`config.mk`:
```
export PLATFORM = sky130hd
export DESIGN_NAME = alu_ctrl_seq
export DESIGN_NICKNAME = d
export VERILOG_FILES = /design/src/rtl/alu_ctrl_seq.sv
export SDC_FILE = /design/constraint.sdc
export NUM_CORES = 1
export LEC_CHECK = 0
export ABC_AREA = 1
export BUFFER_PORTS_ARGS = -buffer_cell sky130_fd_sc_hd__buf_4
export CORE_UTILIZATION = 50
export CTS_CLUSTER_DIAMETER = 100
export CTS_CLUSTER_SIZE = 12
export DETAILED_ROUTE_END_ITERATION = 12
export PLACE_DENSITY = 0.84
export SLEW_MARGIN = 5
export SYNTH_ARGS = -nofsm -noshare
export SYNTH_HDL_FRONTEND = slang
export SYNTH_SLANG_ARGS = --single-unit
export TNS_END_PERCENT = 50
```
`constraint.sdc`:
```
create_clock -name clk -period 2 [get_ports clk]
set_clock_uncertainty 0.05 [all_clocks]
set_input_delay 0.1 -clock clk [delete_from_list [all_inputs] [get_ports clk]]
set_output_delay 0.1 -clock clk [all_outputs]
set_load 0.02 [all_outputs]
```
`src/rtl/alu_ctrl_seq.sv`:
```
// ----------------------------------------------------------------------------
// alu_ctrl_seq
// Registered, multi-cycle ALU control sequencer. Accepts one decoded operation
// per valid/ready handshake, drives the ALU control lines from registers, and
// sequences shifts as one single-bit step per cycle for a programmable count.
//
// Optional feature macro: ALU_CTRL_SEQ_CARRY_EN
//   defined   : CarryFlag captures alu_cout on the Done cycle of
//               ADD/ADDC/SUB/SUBC/CMP; ADDC/SUBC use the stored CarryFlag as Cin.
//   undefined : CarryFlag is tied to 0, Cin = Sub, alu_cout is ignored.
//
// Ports:
//   clk, reset            rising-edge clock, synchronous active-high reset
//   in_valid / in_ready   operation handshake (in_ready high only in IDLE)
//   ALUop                 00 RTYP, 01 ITYP, 10 SHFT, 11 reserved
//   OPCode                primary opcode (decoded for ITYP)
//   OPCodeExtension       extension field (decoded for RTYP and SHFT)
//   ShAmtImm, ShAmtReg    immediate / register-sourced shift counts
//   alu_cout              ALU carry-out, sampled on the Done cycle only
//   out_valid             controls are meaningful this cycle
//   ALUcontrol, Ainv, Binv, Sub, ShiftImm, Cin   registered ALU controls
//   Step                  perform a one-bit shift this cycle
//   Done                  last cycle of the operation
//   CarryFlag             stored carry
// ----------------------------------------------------------------------------
module alu_ctrl_seq #(
    parameter int WIDTH = 16,
    parameter int SHW   = 5
) (
    input  logic           clk,
    input  logic           reset,
    input  logic           in_valid,
    output logic           in_ready,
    input  logic [1:0]     ALUop,
    input  logic [3:0]     OPCode,
    input  logic [3:0]     OPCodeExtension,
    input  logic [SHW-1:0] ShAmtImm,
    input  logic [SHW-1:0] ShAmtReg,
    input  logic           alu_cout,
    output logic           out_valid,
    output logic [2:0]     ALUcontrol,
    output logic           Ainv,
    output logic           Binv,
    output logic           Sub,
    output logic           ShiftImm,
    output logic           Cin,
    output logic           Step,
    output logic           Done,
    output logic           CarryFlag
);

    typedef enum logic [1:0] {IDLE, EXEC, SHIFT} state_t;

    localparam logic [3:0] OP_AND  = 4'b0001;
    localparam logic [3:0] OP_OR   = 4'b0010;
    localparam logic [3:0] OP_XOR  = 4'b0011;
    localparam logic [3:0] OP_ADD  = 4'b0101;
    localparam logic [3:0] OP_ADDU = 4'b0110;
    localparam logic [3:0] OP_ADDC = 4'b0111;
    localparam logic [3:0] OP_SUB  = 4'b1001;
    localparam logic [3:0] OP_SUBC = 4'b1010;
    localparam logic [3:0] OP_CMP  = 4'b1011;

    localparam logic [SHW-1:0] MAX_CNT = SHW'(WIDTH);

    state_t         state;
    logic [SHW-1:0] count;

    // Decode of the operation currently offered on the inputs.
    logic           arith;
    logic [3:0]     code;
    logic [2:0]     d_ctrl;
    logic           d_binv, d_sub, d_shimm, d_shift, d_cin;
    logic [SHW-1:0] d_amt, d_cnt;
    logic           accept;

    assign accept = in_valid && in_ready;
    assign arith  = (ALUop == 2'b00) || (ALUop == 2'b01);
    assign code   = (ALUop == 2'b00) ? OPCodeExtension : OPCode;

    always_comb begin
        // NOTE: every decode output gets a default before the case so no path
        // leaves a variable unassigned, which would infer a latch.
        d_ctrl  = 3'b000;
        d_binv  = 1'b0;
        d_sub   = 1'b0;
        d_shimm = 1'b0;
        d_shift = 1'b0;
        d_amt   = '0;
        if (arith) begin
            unique case (code)
                OP_AND:                 d_ctrl = 3'b001;
                OP_OR:                  d_ctrl = 3'b010;
                OP_XOR:                 d_ctrl = 3'b011;
                OP_SUB, OP_SUBC, OP_CMP: begin
                    d_binv = 1'b1;
                    d_sub  = 1'b1;
                end
                default:                d_ctrl = 3'b000;
            endcase
        end else if (ALUop == 2'b10) begin
            unique case (OPCodeExtension)
                4'b0100, 4'b0110: begin
                    d_ctrl  = 3'b101;
                    d_shift = 1'b1;
                    d_amt   = ShAmtReg;
                end
                4'b0000, 4'b0010: begin
                    d_ctrl  = 3'b101;
                    d_shimm = 1'b1;
                    d_shift = 1'b1;
                    d_amt   = ShAmtImm;
                end
                4'b0001: begin
                    d_ctrl  = 3'b111;
                    d_shimm = 1'b1;
                    d_shift = 1'b1;
                    d_amt   = ShAmtImm;
                end
                4'b0011: begin
                    d_ctrl  = 3'b110;
                    d_shimm = 1'b1;
                    d_shift = 1'b1;
                    d_amt   = ShAmtImm;
                end
                default: d_ctrl = 3'b000;   // unknown shift: plain one-cycle op
            endcase
        end
        // Counts at or beyond the datapath width saturate at WIDTH steps.
        d_cnt = (d_amt >= MAX_CNT) ? MAX_CNT : d_amt;
    end

`ifdef ALU_CTRL_SEQ_CARRY_EN
    logic d_upd, d_usecf, upd_q, carry_q;

    assign d_upd  = arith && (code inside {OP_ADD, OP_ADDC, OP_SUB, OP_SUBC, OP_CMP});
    assign d_usecf = arith && (code inside {OP_ADDC, OP_SUBC});
    // Carry-chained ops take the stored flag, not this operation's own result.
    assign d_cin     = d_usecf ? carry_q : d_sub;
    assign CarryFlag = carry_q;

    always_ff @(posedge clk) begin
        if (reset) begin
            carry_q <= 1'b0;
            upd_q   <= 1'b0;
        end else if (state == IDLE && accept) begin
            upd_q <= d_upd;
        end else if (Done && upd_q) begin
            carry_q <= alu_cout;
        end
    end
`else
    logic unused_alu_cout;

    assign unused_alu_cout = alu_cout;
    assign d_cin           = d_sub;
    assign CarryFlag       = 1'b0;
`endif

    always_ff @(posedge clk) begin
        // NOTE: sequential state uses non-blocking assignments so every
        // register samples pre-edge values regardless of statement order.
        if (reset) begin
            state      <= IDLE;
            count      <= '0;
            in_ready   <= 1'b0;
            out_valid  <= 1'b0;
            ALUcontrol <= 3'b000;
            Ainv       <= 1'b0;
            Binv       <= 1'b0;
            Sub        <= 1'b0;
            ShiftImm   <= 1'b0;
            Cin        <= 1'b0;
            Step       <= 1'b0;
            Done       <= 1'b0;
        end else begin
            unique case (state)
                IDLE: begin
                    in_ready <= 1'b1;
                    if (accept) begin
                        in_ready   <= 1'b0;
                        out_valid  <= 1'b1;
                        ALUcontrol <= d_ctrl;
                        Ainv       <= 1'b0;
                        Binv       <= d_binv;
                        Sub        <= d_sub;
                        ShiftImm   <= d_shimm;
                        Cin        <= d_cin;
                        if (d_shift && d_cnt != '0) begin
                            state <= SHIFT;
                            count <= d_cnt;
                            Step  <= 1'b1;
                            Done  <= (d_cnt == SHW'(1));
                        end else begin
                            state <= EXEC;
                            count <= '0;
                            Step  <= 1'b0;
                            Done  <= 1'b1;
                        end
                    end
                end
                EXEC, SHIFT: begin
                    if (Done) begin
                        state      <= IDLE;
                        count      <= '0;
                        in_ready   <= 1'b1;
                        out_valid  <= 1'b0;
                        ALUcontrol <= 3'b000;
                        Binv       <= 1'b0;
                        Sub        <= 1'b0;
                        ShiftImm   <= 1'b0;
                        Cin        <= 1'b0;
                        Step       <= 1'b0;
                        Done       <= 1'b0;
                    end else begin
                        // Only SHIFT gets here; controls stay frozen.
                        count <= count - SHW'(1);
                        Done  <= (count == SHW'(2));
                    end
                end
                default: state <= IDLE;
            endcase
        end
    end

endmodule

```
==> out/qor.yml, run 1 <==
outcome:
  status: "finished clean"
routing:
  first_iter_violations: 36
  drt-wirelength-per-cell_um: 11.1
  drt-total-wl_mm: 2.53
  drc: 0
  ant_nets: 0
  vias: 1221
  vias_per_cell: 5.33
  dr.pass1.iters: 4
synth:
  ys_ff_latch: 16
  synth-edff-count: 0
  synthTopCellsByCount: "nand2_1 (30), inv_1 (20), dfxtp_1 (16)"
  async_reset_ff_share_pct: 0
  yosysWarnings: 0
  syn_inst: 169
  synth_top_flop_cell: "dfxtp_1"
  synth.avg_cell_area_um2: 6.77
  synthDistinctLibCells: 28
  synth_top_area_cell: "dfxtp_1"
  synthTopCellsByArea: "dfxtp_1 (28%), nand2_1 (9.8%), inv_1 (6.6%), a21oi_1 (6.1%), nor2_1 (4.9%)"
  seq_area_frac_synth_pct: 28.0
  yosysMostFrequentCell: "nand2_1"
  synth_top_area_share_pct: 28.0
  syn_area_um2: 1140
final_layout:
  drive_above_1_share_pct: 32.2
  num-fill-cells: 182
  post-route-util_pct: 69.1
  antenna_cells: 0
  fin_nets: 231
  areaGrowthSynthToFinish_pct: 24.6
critical_path:
  critPathKind: "register to register"
  reg2reg_slack_ns: 0.22
  worstSetupStartpointType: "register"
  end_kind: "register"
  required_ns: 2.17
  cp_cell_sequence: "inv_1 -> ha_1 -> inv_2 -> nand3_1 -> a211oi_2 -> o21ai_1 -> a31oi_1"
  slowest_stage: "ha_1"
  critPathMaxFanout: 7
  max_stage_delay_ns: 0.37
  critPathArrivalTime_ns: 1.95
die:
  die_y_um: 49.8
  dieArea_um2: 2480
  start_util_pct: 55.5
  fp.dieW_um: 49.8
  rows: 16
  io_pins: 37
  core_um2: 2060
timing:
  fin_crit_ns: 1.78
  fin_hold_ws_ns: 0.00736
  fin_crit_sh_pct: 89.1
  max_freq_mhz: 561
  finalHoldViolations: 0
  finalMaxSlewViolations: 0
  fin_tns_setup_ns: 0
  setup_viol: 0
  rsz0062_at_grt: "false"
grt:
  grt_overflow_total: 0
  antenna_found_initial: 0
  grt_pass1_vias: 1077
  grt_max_degree: 12
  grt_pass1_wl_mm: 4.31
  grtUsageTotal_pct: 22.4
clock_network:
  cts_resized: 0
  path_clk_slew_ns: 0.09
  cts_setup_buffers: 0
  root_buffer: "clkbuf_4"
  cts_tree: "done"
  clock_latency_ns: 0.29
  cts_max_level: 1
  hold_buffers: 0
  cts_sinks: 16
  cts_buffers: 3
  clock_path_buffers: 2
power:
  power.total_mw: 1.68
  vdd_drop_max_mv: 0.691
  power_density_nw_per_um2: 1180
  p_leak_nw: 0.685
place:
  gp_congestion: 0.918
  io_buffers: 33
  hpwl_mm: 2.04
run:
  drv_cap: 0
hold_path:
  min_path_type: "primary input to register"
[metrics by stage]
| step | instances | cell area (µm²) | setup WS (ns) |
|---|---|---|---|
| detailed placement | 226 | 1400 | 0.263 |
| CTS | 229 | 1430 | 0.236 |
| global route | 229 | 1430 | 0.0797 |
| floorplan | 170 | 1150 | 0.478 |
| global placement | 226 | 1400 | 0.366 |
| finish | 229 | 1430 | 0.217 |
[report_power, final]
group          internal (mW)  total (mW)  leakage, nW  switching [mW]
logic                  0.370        1.01        0.540           0.641
clock network         0.0700       0.168       0.0138          0.0978
registers              0.427       0.505        0.131          0.0779
[worst max-delay path, delay by kind of cell (launching register included)]
kind	cells	cell delay, ns
buffers and inverters	2	0.20
AND/OR/NAND/NOR	1	0.19
AO/OA/AOI/OAI	3	0.55
adder cells (fa/ha/maj)	1	0.37
flip-flops	1	0.36
[registers in the layout, summed over array words and instances, names as in the netlist]
name        cells
ALUcontrol      3
Cin             1
Done            1
ShiftImm        1
Step            1
count           5
in_ready        1
out_valid       1
state           2
[logic make-up after synthesis]
group	count (synthesis)	share of synthesized area, %
other	1	0.328
and+or+nand+nor	75	33.6
buffers and inverters	32	11.8
AOI/OAI and AO/OA	42	23.0
adders and majority gates	3	3.28
DFF	16	28.0
[per-layer routing]
layer / vias up / track usage, % / wire length, µm
met3: 5 / 0.926 / 176
li1: 616 / - / -
met1: 541 / 27.4 / 1070
met5: - / 0 / 0
met4: 0 / 10.0 / 46
met2: 59 / 39.9 / 1240
[cells in the final DEF (no fill, tap or decap)]
cell type	Yosys	layout
buf_4	4	34
nand2_1	30	30
inv_1	20	20
dfxtp_1	16	16
nor2_1	15	15
a21oi_1	14	14
o21ai_0	11	11
nand3_1	10	10
inv_2	7	7
nand2_2	7	7
o21ai_1	6	6
nor2_4	4	4
nand4_1	4	4
a31oi_1	3	3
ha_1	3	3
clkbuf_4	0	3
nand3_2	2	2
a21oi_2	2	2
conb_1	1	2
nor2_8	1	1
a211oi_2	1	1
a21boi_4	1	1
o21ai_2	1	1
o21ai_4	1	1
nor2_2	1	1
a41oi_1	1	1
o22ai_1	1	1
nor3_1	1	1
[cell type report]
type	count	area, µm²	area share, %
Timing Repair Buffer	34	255	17.9
Multi-Input combinational cell	122	692	48.6
Sequential cell	16	320	22.5
Tap cell	27	33.8	2.37
Clock buffer	3	22.5	1.58
Inverter	27	101	7.11
[final timing paths]
check        depth (start not counted)                  start                         end
max                                  7  state[0]$_SDFFE_PP0P_  ALUcontrol[0]$_SDFFE_PP0P_
max reg2reg                          7  state[0]$_SDFFE_PP0P_  ALUcontrol[0]$_SDFFE_PP0P_
min reg2reg                          2  ShiftImm$_SDFFE_PP0P_       ShiftImm$_SDFFE_PP0P_
min                                  2                  reset       state[1]$_SDFFE_PP0P_
Note: power is estimated with default switching activity, not from simulation.
==> inputs of run 2 (changes only) <==
CTS_CLUSTER_DIAMETER = default   (was 100)
PLACE_DENSITY = 0.79   (was 0.84)
==> out/qor.yml, run 2 (synthesis gave the netlist of run 1 again) <==
critical_path:
  r2r-start: "state[1]$_SDFFE_PP0P_"  # was state[0]$_SDFFE_PP0P_
  cp_cell_sequence: "inv_1 -> ha_1 -> inv_2 -> nor2_1 -> inv_2 -> a21oi_1 -> o22ai_1 -> a21oi_1"  # was inv_1 -> ha_1 -> inv_2 -> nand3_1 -> a211oi_2 -> o21ai_1 -> a31oi_1
  max_stage_delay_ns: 0.37  # about the same
  r2r_cells: 8  # was 7
  rr_endpoint: "count[2]$_SDFFE_PP0P_"  # was ALUcontrol[0]$_SDFFE_PP0P_
  critPathKind: "register to register"  # unchanged
  slowest_stage: "ha_1"  # unchanged
  critPathArrivalTime_ns: 1.90  # was 1.95 ns
  critPathMaxFanout: 9  # was 7
  worstSetupStartpointType: "register"  # unchanged
  reg2reg_slack_ns: 0.26  # was 0.22 ns
  required_ns: 2.16  # was 2.17 ns
  end_kind: "register"  # unchanged
clock_network:
  cts_tree: "done"  # unchanged
  clock_path_buffers: 2  # unchanged
  cts_max_level: 1  # unchanged
  cts_setup_buffers: 0  # unchanged
  root_buffer: "clkbuf_4"  # unchanged
  path_clk_slew_ns: 0.10  # was 0.09 ns
  clock_latency_ns: 0.29  # about the same
  cts_buffers: 3  # unchanged
  cts_sinks: 16  # unchanged
final_layout:
  post-route-util_pct: 70.3  # was 69.1%
  largest_register: "count"  # unchanged
  layout_commonest_cell: "buf_4"  # unchanged
  fin_nets: 232  # was 231
  drive_above_1_share_pct: 32.4  # was 32.2%
  final_area_um2: 1450  # was 1430 µm²
  largestRegisters: "count x5, ALUcontrol x3, state x2"  # unchanged
  largest_register_ffs: 5  # unchanged
  finalNonFillerCells: 231  # was 229
  antenna_cells: 0  # unchanged
  layout_common_cells: "buf_4 (34), nand2_1 (30), inv_1 (20)"  # unchanged
  areaGrowthSynthToFinish_pct: 26.7  # was 24.6%
routing:
  drc: 0  # unchanged
  drt-wirelength-per-cell_um: 10.4  # was 11.1 µm
  drt-total-wl_mm: 2.41  # was 2.53 mm
  first_iter_violations: 24  # was 36
  vias: 1198  # was 1221
  dr.pass1.iters: 4  # unchanged
  ant_nets: 0  # unchanged
  vias_per_cell: 5.19  # was 5.33
timing:
  finalHoldViolations: 0  # unchanged
  fin_crit_sh_pct: 87.0  # was 89.1%
  finalMaxSlewViolations: 0  # unchanged
  max_freq_mhz: 575  # was 561 MHz
  setup_viol: 0  # unchanged
  fin_tns_setup_ns: 0  # unchanged
  fin_crit_ns: 1.74  # was 1.78 ns
  rsz0062_at_grt: "false"  # unchanged
grt:
  grt_pass1_vias: 1062  # was 1077
  grt_pass1_wl_mm: 4.29  # was 4.31 mm
  grt_max_degree: 12  # unchanged
  grtUsageTotal_pct: 22.1  # was 22.4%
  antenna_found_initial: 0  # unchanged
  grt_overflow_total: 0  # unchanged
die:
  fp.dieW_um: 49.8  # unchanged
  die_y_um: 49.8  # unchanged
  rows: 16  # unchanged
  core_um2: 2060  # unchanged
  dieArea_um2: 2480  # unchanged
  io_pins: 37  # unchanged
  start_util_pct: 55.5  # unchanged
outcome:
  status: "finished clean"  # unchanged
power:
  p_leak_nw: 0.696  # was 0.685 nW
  vdd_drop_max_mv: 0.699  # was 0.691 mV
  power_density_nw_per_um2: 1190  # was 1180 nW/µm²
place:
  gp_congestion: 0.914  # was 0.918
  dp_cells: 226  # unchanged
  hpwl_mm: 1.98  # was 2.04 mm
  io_buffers: 33  # unchanged
  place_area_um2: 1400  # unchanged
hold_path:
  min_path_type: "primary input to register"  # unchanged
  min_to: "ALUcontrol[0]$_SDFFE_PP0P_"  # was state[1]$_SDFFE_PP0P_
  worstHoldPathCells: 4  # was 2
  min_from: "OPCodeExtension[1]"  # was reset
run:
  drv_cap: 0  # unchanged
run 2: power by group:
| part | switching [mW] | internal (mW) |
|---|---|---|
| registers | 0.0745 | 0.427 |
| clock network | 0.112 | 0.111 |
| logic | 0.622 | 0.372 |
| total | 0.809 | 0.910 |
run 2: area by class of cell:
type	count	area, µm²
Clock buffer	4	36.3
Fill cell	175	613
Inverter	27	101
Multi-Input combinational cell	122	692
Sequential cell	16	320
Tap cell	27	33.8
Timing Repair Buffer	35	265
run 2: worst max path at each step:
stage / start / endpoint / slack [ns] / depth (start not counted)
after floorplan: state[0]$_SDFFE_PP0P_ / ALUcontrol[2]$_SDFFE_PP0P_ / 0.48 / 7
after global placement: state[0]$_SDFFE_PP0P_ / ALUcontrol[0]$_SDFFE_PP0P_ / 0.34 / 7
after detailed placement: state[1]$_SDFFE_PP0P_ / count[2]$_SDFFE_PP0P_ / 0.28 / 8
after CTS: state[0]$_SDFFE_PP0P_ / ALUcontrol[0]$_SDFFE_PP0P_ / 0.26 / 7
after global routing: state[1]$_SDFFE_PP0P_ / count[2]$_SDFFE_PP0P_ / 0.09 / 8
final: state[1]$_SDFFE_PP0P_ / count[2]$_SDFFE_PP0P_ / 0.26 / 8
run 2: timing repair:
action	4_1_cts	5_1_grt
resized for setup	0	0
hold endpoints to repair	1	0
hold buffers	1	0
run 2: per-layer routing:
layer / track usage [%] / part of all wire (%) / wire length, µm / up-vias
met1: 26.6 / 44 / 1060 / 530
met5: 0 / 0 / 0 / -
met3: 2.78 / 5.5 / 133 / 4
met2: 38.7 / 49 / 1190 / 46
li1: - / - / - / 618
met4: 9.52 / 1.5 / 35 / 0
run 2: per-stage QoR:
stage	total power, mW	hold slack, ns	setup slack (ns)
after detailed placement	1.49	0.306	0.284
after global routing	1.88	0.120	0.0878
after floorplan	1.21	0.251	0.478
after global placement	1.46	0.306	0.337
final	1.72	0.109	0.260
after CTS	1.71	0.111	0.258
run 2: critical path, delay by kind of cell, from the launching register on:
kind | cells | cell delay [ns]
compound gates | 3 | 0.42
fa+ha+maj | 1 | 0.37
buf+inv | 3 | 0.28
flops | 1 | 0.36
simple gates | 1 | 0.20
